--- config.mk ---
export PLATFORM = sky130hd
export DESIGN_NAME = div_radix2
export DESIGN_NICKNAME = d
export VERILOG_FILES = /design/src/rtl/div_radix2.sv
export SDC_FILE = /design/constraint.sdc
export NUM_CORES = 1
export LEC_CHECK = 0
export ABC_AREA = 1
export CAP_MARGIN = 25
export CELL_PAD_IN_SITES_DETAIL_PLACEMENT = 0
export CELL_PAD_IN_SITES_GLOBAL_PLACEMENT = 2
export CORE_MARGIN = 3
export CORE_UTILIZATION = 31
export DETAILED_ROUTE_END_ITERATION = 8
export PLACE_DENSITY = 0.78
export SYNTH_ARGS = -nofsm -noshare
export SYNTH_HDL_FRONTEND = slang
export SYNTH_SLANG_ARGS = --single-unit
--- constraint.sdc ---
create_clock -name clk -period 4.18 [get_ports clk]
set_input_delay 0.627 -clock clk [delete_from_list [all_inputs] [get_ports clk]]
set_output_delay 0.627 -clock clk [all_outputs]
set_load 0.01 [all_outputs]
--- src/rtl/div_radix2.sv ---
// rtl/div_radix2.sv - multi-cycle radix-2 restoring divider for MIPS DIV/DIVU
module div_radix2 #(
  parameter int WIDTH = 32
) (
  input  logic             clk,
  input  logic             rst,
  input  logic             start,
  input  logic             is_signed,
  input  logic [WIDTH-1:0] dividend,
  input  logic [WIDTH-1:0] divisor,
  input  logic             annul,
  input  logic             advance,
  output logic             stall,
  output logic             valid,
  output logic [WIDTH-1:0] hi,
  output logic [WIDTH-1:0] lo
);

  localparam int CW = (WIDTH > 1) ? $clog2(WIDTH) : 1;
  localparam logic [CW-1:0] LAST = CW'(WIDTH - 1);

  typedef enum logic [1:0] {IDLE, CALC, DONE} state_t;

  state_t           state, state_nxt;
  logic [CW-1:0]    count;
  logic [WIDTH-1:0] rem, quo, abs_b;
  logic             q_neg, r_neg, div0;

  logic             accept, last_iter;
  logic             a_neg, b_neg;
  logic [WIDTH-1:0] abs_a_in, abs_b_in;
  logic [WIDTH:0]   trial, diff;
  logic             ge;
  logic [WIDTH-1:0] rem_nxt, quo_nxt, hi_fix, lo_fix;

  // Operand magnitudes, one restoring step, and the sign fix-up of the final step.
  always_comb begin
    accept    = (state == IDLE) & start & ~annul;
    last_iter = (state == CALC) & ~annul & (count == LAST);
    stall     = start & ~annul & (state != DONE);

    a_neg    = is_signed & dividend[WIDTH-1];
    b_neg    = is_signed & divisor[WIDTH-1];
    abs_a_in = a_neg ? -dividend : dividend;
    abs_b_in = b_neg ? -divisor : divisor;

    // Extra top bit keeps the shifted remainder exact when |b| exceeds 2^(W-1).
    trial   = {rem, quo[WIDTH-1]};
    diff    = trial - {1'b0, abs_b};
    ge      = ~diff[WIDTH];
    rem_nxt = ge ? diff[WIDTH-1:0] : trial[WIDTH-1:0];
    quo_nxt = {quo[WIDTH-2:0], ge};

    // With a zero divisor the remainder ends as |a|, so re-signing it restores a.
    lo_fix = div0 ? '1 : (q_neg ? -quo_nxt : quo_nxt);
    hi_fix = r_neg ? -rem_nxt : rem_nxt;
  end

  // State register.
  always_ff @(posedge clk) begin
    if (rst) state <= IDLE;
    else     state <= state_nxt;
  end

  // Next-state logic; annul returns to IDLE from any state.
  always_comb begin
    state_nxt = state;
    case (state)
      IDLE:    if (start & ~annul) state_nxt = CALC;
      CALC:    if (annul) state_nxt = IDLE;
               else if (count == LAST) state_nxt = DONE;
      DONE:    if (advance | annul) state_nxt = IDLE;
      default: state_nxt = IDLE;
    endcase
  end

  // Datapath: latch operands on accept, iterate in CALC, publish hi/lo on the last step.
  always_ff @(posedge clk) begin
    if (rst) begin
      count <= '0;
      rem   <= '0;
      quo   <= '0;
      abs_b <= '0;
      q_neg <= 1'b0;
      r_neg <= 1'b0;
      div0  <= 1'b0;
      hi    <= '0;
      lo    <= '0;
      valid <= 1'b0;
    end else begin
      if (accept) begin
        rem   <= '0;
        quo   <= abs_a_in;
        abs_b <= abs_b_in;
        q_neg <= a_neg ^ b_neg;
        r_neg <= a_neg;
        div0  <= (divisor == '0);
        count <= '0;
      end else if ((state == CALC) && !annul) begin
        rem   <= rem_nxt;
        quo   <= quo_nxt;
        count <= count + CW'(1);
      end

      if (last_iter) begin
        hi    <= hi_fix;
        lo    <= lo_fix;
        valid <= 1'b1;
      end else if ((state == DONE) && (advance | annul)) begin
        valid <= 1'b0;
      end
    end
  end

endmodule

==> results.json, run 1 <==
{
  "p_leak_nw": 7.519,
  "fill_cells": 4565,
  "first_pass_iters": 5,
  "die_h_um": 211.0,
  "ios": 136,
  "crit_required_ns": 4.54,
  "die-area_sq_um": 44540,
  "dpl.cell_count": 2794,
  "grt_max_degree": 93,
  "hold_viol": 0,
  "wl_per_cell_um": 17.68,
  "crit_path_frequent_cell": "nand2_1",
  "cts_buffers": 17,
  "crit_slowest_cell": "fa_1",
  "io_buffers": 135,
  "tightest_slew_ns": 1.003,
  "totalWireLength_um": 50010,
  "ant_nets": 0,
  "yosys.area.top_type": "dfxtp_1",
  "clkTransAtPathRegs_ns": 0.07,
  "grt_pass1_wl_um": 76780,
  "synthTopCellsByArea": "dfxtp_1, nand2_1, inv_1, nor2_1, o21ai_0",
  "synthDominantCellAreaShare_pct": 26.26,
  "tns_ns": 0,
  "vias_per_cell": 4.879,
  "crit_path_max_fanout": 15,
  "final_nets": 2393,
  "rsz0062_at_grt": "false",
  "drc_errors": 0,
  "hold_slack_ns": 0.4613,
  "clkSinkCount": 171,
  "grt_overflow": 0,
  "arrival_ns": 4.13,
  "clockRootBuffer": "clkbuf_16",
  "ys_types": 52,
  "max_freq_mhz": 265.4,
  "drt-initial-drc-count": 932,
  "fin_skew_ns": 0.01006,
  "setup_viol": 0,
  "vias": 13802,
  "drive_gt1_share_pct": 7.099,
  "power.density_nw_per_um2": 379.9,
  "drv_slew": 0,
  "synth_sequential_area_ratio_pct": 26.26,
  "criticalPathCategory": "flip-flop to flip-flop",
  "ys.flop_type": "dfxtp_1",
  "die_x_um": 211.0,
  "clk_latency_ns": 0.46,
  "yosys_warnings": 0,
  "grt_pass1_vias": 13136,
  "synth_area_per_cell_sq_um": 5.990,
  "cts_tree": "done",
  "finalCriticalPeriod_ns": 3.767,
  "synthToLayoutAreaGrowth_pct": 20.03,
  "track_usage_pct": 22.35,
  "synth_seq_cells": 171,
  "worstSetupEndpointType": "flip-flop",
  "antenna_found_initial": 1,
  "ir_drop_mv": 0.2349,
  "synth_area_sq_um": 13030,
  "synthesis.nets": 2285,
  "synth_enable_flop_cells": 0,
  "synth_cells": 2176,
  "cts_hold_buf": 0,
  "start_kind": "flip-flop",
  "core_sq_um": 41200,
  "clockBufferDepth": 2,
  "gp_congestion": 0.9279,
  "postSynth.asyncResetShare_pct": 0,
  "hold_path.class": "flip-flop to flip-flop",
  "outcome": "finished, final reports clean",
  "period_share_pct": 90.13,
  "slew_headroom_pct": 33.15,
  "start_util_pct": 31.63,
  "cap_violations": 0,
  "post-dp-hpwl_um": 39960,
  "htree_levels": 4,
  "final_cells": 2829,
  "critPathMaxStageDelay_ns": 0.43,
  "row_count": 74
}
[cell type report]
class                      instances  area [sq um]  area share [%]
multi-input combinational       1546          7876           50.34
sequential                       171          3423           21.88
timing repair buffer             168          1632           10.43
inverter                         380          1426           9.117
tap                              532         665.6           4.255
clock buffer                      21         480.5           3.071
clock inverter                    10         138.9          0.8877
antenna                            1         2.502         0.01599
[cells by family after synthesis]
logic type	share of synthesized area [%]
compound gates	17.39
xor+xnor	2.889
fa+ha+maj	3.802
buf+inv	13.71
flops	26.26
simple gates	35.94
[state kept, by name, indices dropped and copies added, names as in the netlist, 2 cells and up]
name / cells
abs_b: 32
count: 5
hi: 32
lo: 32
quo: 32
rem: 32
state: 2
[per-layer routing]
metal  global-route usage [%]  share of wire, %
met1                    28.63                45
met5                        0                 0
met4                    6.120               2.1
met3                    3.371               4.3
met2                    39.19                49
[path summary, 6_finish.rpt]
path	startpoint	to	slack [ns]	cells past startpoint
worst min-delay path	div0$_SDFFE_PP0P_	div0$_SDFFE_PP0P_	0.46	2
worst min register to register	div0$_SDFFE_PP0P_	div0$_SDFFE_PP0P_	0.46	2
worst max register to register	quo[31]$_SDFFE_PP0P_	hi[26]$_SDFFE_PP0P_	0.41	28
worst max-delay path	quo[31]$_SDFFE_PP0P_	hi[26]$_SDFFE_PP0P_	0.41	28
[per-stage QoR]
step	utilization (%)	total power [mW]	cell area (sq um)	setup WS, ns
detailed placement	36.31	4.210	14960	0.1222
CTS	37.82	5.970	15580	0.08839
global route	37.97	6.373	15640	0.007671
floorplan	-	3.451	13030	0.6221
finish	37.97	5.944	15650	0.4127
global placement	36.31	4.222	14960	0.1498
[power by group]
group,switching [mW],internal (mW)
combinational,1.72,0.761
clock,0.738,1.00
sequential,0.0405,1.68
[repair_timing]
item	CTS	global route
resized for setup	0	9
setup buffers	0	3
endpoints found under the setup margin	0	18
[critical path, delay by kind of cell, from the launching register on]
family,cells,cell delay (ns)
fa+ha+maj,2,0.64
buf+inv,4,0.38
flops,1,0.36
simple gates,22,2.27
[cell usage in the layout (no fill, tap or decap), types with 29 or more instances in the layout]
master           instances
nand2_1                573
nand3_1                123
nand2_2                 36
inv_1                  365
o21ai_0                126
xor2_1                  31
a21oi_1                122
buf_4                   29
ha_1                    37
nor2_1                 219
clkdlybuf4s50_1        135
dfxtp_1                171
[Yosys cell counts (all sizes together) (2+ instances only)]
cell type	number
o221ai	21
nand4	21
o21a	2
nand3b	15
o221a	3
xnor2	12
dfxtp	171
a21oi	126
o211ai	11
o31ai	6
xor2	31
nand2	616
a21boi	2
o22ai	27
nor3b	4
inv	376
o32ai	10
clkinv	4
nor4	5
or2	10
nor3	34
and2	4
clkbuf	59
nand3	126
a32o	8
and3	6
o21bai	7
ha	38
o21ai	144
a31oi	18
nor2	236
buf	20
Note: power is estimated with default switching activity, not from simulation.
==> inputs of run 2 (changes only) <==
--- a/config.mk
+++ b/config.mk
@@ -12,7 +12,7 @@
 export CORE_MARGIN = 3
 export CORE_UTILIZATION = 31
 export DETAILED_ROUTE_END_ITERATION = 8
-export PLACE_DENSITY = 0.78
+export PLACE_DENSITY = 0.88
 export SYNTH_ARGS = -nofsm -noshare
 export SYNTH_HDL_FRONTEND = slang
 export SYNTH_SLANG_ARGS = --single-unit
==> run 2 against run 1 <==
Compared with the run above: register-to-register slack worse by 0.06 ns; power shrank 0.31%; sequential power barely moved; maximum frequency shrank 1.6%; via count rose by 1.6%; combinational power grew 4%; flip-flop and latch count did not move.
==> results.json, run 2 (synthesized netlist as in run 1, its figures left out) <==
{
  "min_path_cells": 2,
  "first_pass_iters": 5,
  "grt_pass1_vias": 13271,
  "track_usage_pct": 22.06,
  "power.density_nw_per_um2": 379.2,
  "antennaDiodeCount": 0,
  "die_x_um": 211.0,
  "core_sq_um": 41200,
  "ios": 136,
  "finalCriticalPeriod_ns": 3.829,
  "wl_per_cell_um": 17.57,
  "final_nets": 2394,
  "post-dp-hpwl_um": 39600,
  "hold_slack_ns": 0.4622,
  "fin_skew_ns": 0.01392,
  "htree_levels": 4,
  "use_met2_pct": 37.07,
  "crit_path_max_fanout": 11,
  "r2r_end": "lo[28]$_SDFFE_PP0P_",
  "ir_drop_mv": 0.3268,
  "critPathMaxStageDelay_ns": 0.41,
  "dpl-instance-area_sq_um": 14970,
  "max_freq_mhz": 261.2,
  "r2r_slack_ns": 0.35,
  "totalWireLength_um": 49720,
  "clockBufferDepth": 2,
  "hold_end": "div0$_SDFFE_PP0P_",
  "crit_family": "simple AND/OR/NAND/NOR gates",
  "die-area_sq_um": 44540,
  "outcome": "finished, final reports clean",
  "vias": 14016,
  "start_kind": "flip-flop",
  "worstSetupEndpointType": "flip-flop",
  "arrival_ns": 4.23,
  "rr_startpoint": "quo[31]$_SDFFE_PP0P_",
  "io_buffers": 135,
  "clockRootBuffer": "clkbuf_16",
  "met1_usage_pct": 29.46,
  "clkSinkCount": 171,
  "cts_hold_buf": 0,
  "min-delay-start": "div0$_SDFFE_PP0P_",
  "use_met3_pct": 2.748,
  "grt_max_degree": 93,
  "p_leak_nw": 7.526,
  "vias_per_cell": 4.953,
  "cp.buffers_inverters": 4,
  "crit_required_ns": 4.58,
  "fin_area_sq_um": 15630,
  "crit_slowest_cell": "fa_1",
  "hold_viol": 0,
  "start_util_pct": 31.63,
  "synthToLayoutAreaGrowth_pct": 19.89,
  "clk_latency_ns": 0.46,
  "cts_buffers": 17,
  "period_share_pct": 91.60,
  "drt-initial-drc-count": 967,
  "register_area_sq_um": 3425,
  "multiInputGateArea_sq_um": 7881,
  "die_h_um": 211.0,
  "drc_errors": 0,
  "hold_path.class": "flip-flop to flip-flop",
  "tightest_slew_ns": 1.012,
  "layout_common_cells": "nand2_1, inv_1, nor2_1, dfxtp_1, clkdlybuf4s50_1",
  "drv_slew": 0,
  "criticalPathCategory": "flip-flop to flip-flop",
  "busiest_layer": "met2",
  "cts_tree": "done",
  "final_common_cell": "nand2_1",
  "slew_headroom_pct": 32.52,
  "grt_pass1_wl_um": 76130,
  "r2r.worst_path.cells": 26,
  "gp_congestion": 0.9882,
  "ant_nets": 0,
  "drive_gt1_share_pct": 7.311,
  "fill_cells": 4448,
  "grt_overflow": 0,
  "antenna_found_initial": 1,
  "clkTransAtPathRegs_ns": 0.08,
  "row_count": 74,
  "cap_violations": 0,
  "setup_viol": 0
}
==> run 2: cell types whose count changed in the layout (fill, tap and decap cells not counted), sizes merged <==
| cell | previous run | this run |
|---|---|---|
| clkbuf | 21 | 19 |
| clkinv | 7 | 11 |
| diode | 1 | 0 |
| bufinv | 3 | 0 |
| clkinvlp | 4 | 3 |
| inv | 376 | 380 |
==> run 2: through the flow <==
| stage | instances | TNS [ns] | utilization, % | power, mW | setup WS, ns |
|---|---|---|---|---|---|
| 2_1_floorplan | 2176 | 0 | - | 3.451 | 0.6221 |
| 3_3_place_gp | 2795 | 0 | 36.33 | 4.286 | 0.2193 |
| 3_5_place_dp | 2795 | 0 | 36.33 | 4.279 | 0.1408 |
| 4_1_cts | 2827 | 0 | 37.72 | 5.891 | 0.1086 |
| 5_1_grt | 2830 | -0.003779 | 37.93 | 6.316 | -0.003779 |
| 6_report | 2830 | 0 | 37.93 | 5.926 | 0.3509 |
==> run 2: what timing repair did <==
item                                   in CTS  in global routing
buffers inserted                            0                  2
endpoints found under the hold margin       0                  0
setup endpoints to repair                   0                 19
resized for setup                           0                 11
==> run 2: cell type report <==
cell class,instances,share of cell area [%]
inverter,380,9.128
timing repair buffer,169,10.60
tap,532,4.260
multi-input combinational,1546,50.44
sequential,171,21.92
clock inverter,14,0.8487
clock buffer,18,2.810
==> run 2: metal layers <==
metal,vias up,part of all wire (%),routed length [um]
li1,7155,-,-
met1,6437,46,23060
met2,363,47,23120
met3,61,4.0,2000
met4,0,3.1,1533
met5,-,0,0
==> run 2: worst max-delay path by stage <==
stage / startpoint / to / slack (ns) / depth (start not counted)
6_report: quo[31]$_SDFFE_PP0P_ / lo[28]$_SDFFE_PP0P_ / 0.35 / 26
5_1_grt: quo[31]$_SDFFE_PP0P_ / lo[28]$_SDFFE_PP0P_ / -0.004 / 26
4_1_cts: quo[31]$_SDFFE_PP0P_ / lo[28]$_SDFFE_PP0P_ / 0.11 / 26
3_5_place_dp: quo[31]$_SDFFE_PP0P_ / lo[28]$_SDFFE_PP0P_ / 0.14 / 26
3_3_place_gp: quo[31]$_SDFFE_PP0P_ / lo[28]$_SDFFE_PP0P_ / 0.22 / 26
2_1_floorplan: quo[31]$_SDFFE_PP0P_ / lo[28]$_SDFFE_PP0P_ / 0.62 / 28
==> run 2: worst min-delay path: cells and delay by family (launching register included) <==
kind            cells  cell delay, ns
flops               1            0.33
simple gates        1            0.05
compound gates      1            0.05
==> run 2: where the power goes <==
| group | internal [mW] | switching (mW) |
|---|---|---|
| registers | 1.68 | 0.0441 |
| clock network | 0.802 | 0.807 |
| logic | 0.791 | 1.80 |
==> inputs of run 3 (changes only) <==
--- a/config.mk
+++ b/config.mk
@@ -12,6 +12,7 @@
 export CORE_MARGIN = 3
 export CORE_UTILIZATION = 31
 export DETAILED_ROUTE_END_ITERATION = 8
+export HOLD_SLACK_MARGIN = 0.12
 export PLACE_DENSITY = 0.88
 export SYNTH_ARGS = -nofsm -noshare
 export SYNTH_HDL_FRONTEND = slang
==> results of run 3 <==
Final layout, timing and power as in run 2 (identical DEF).
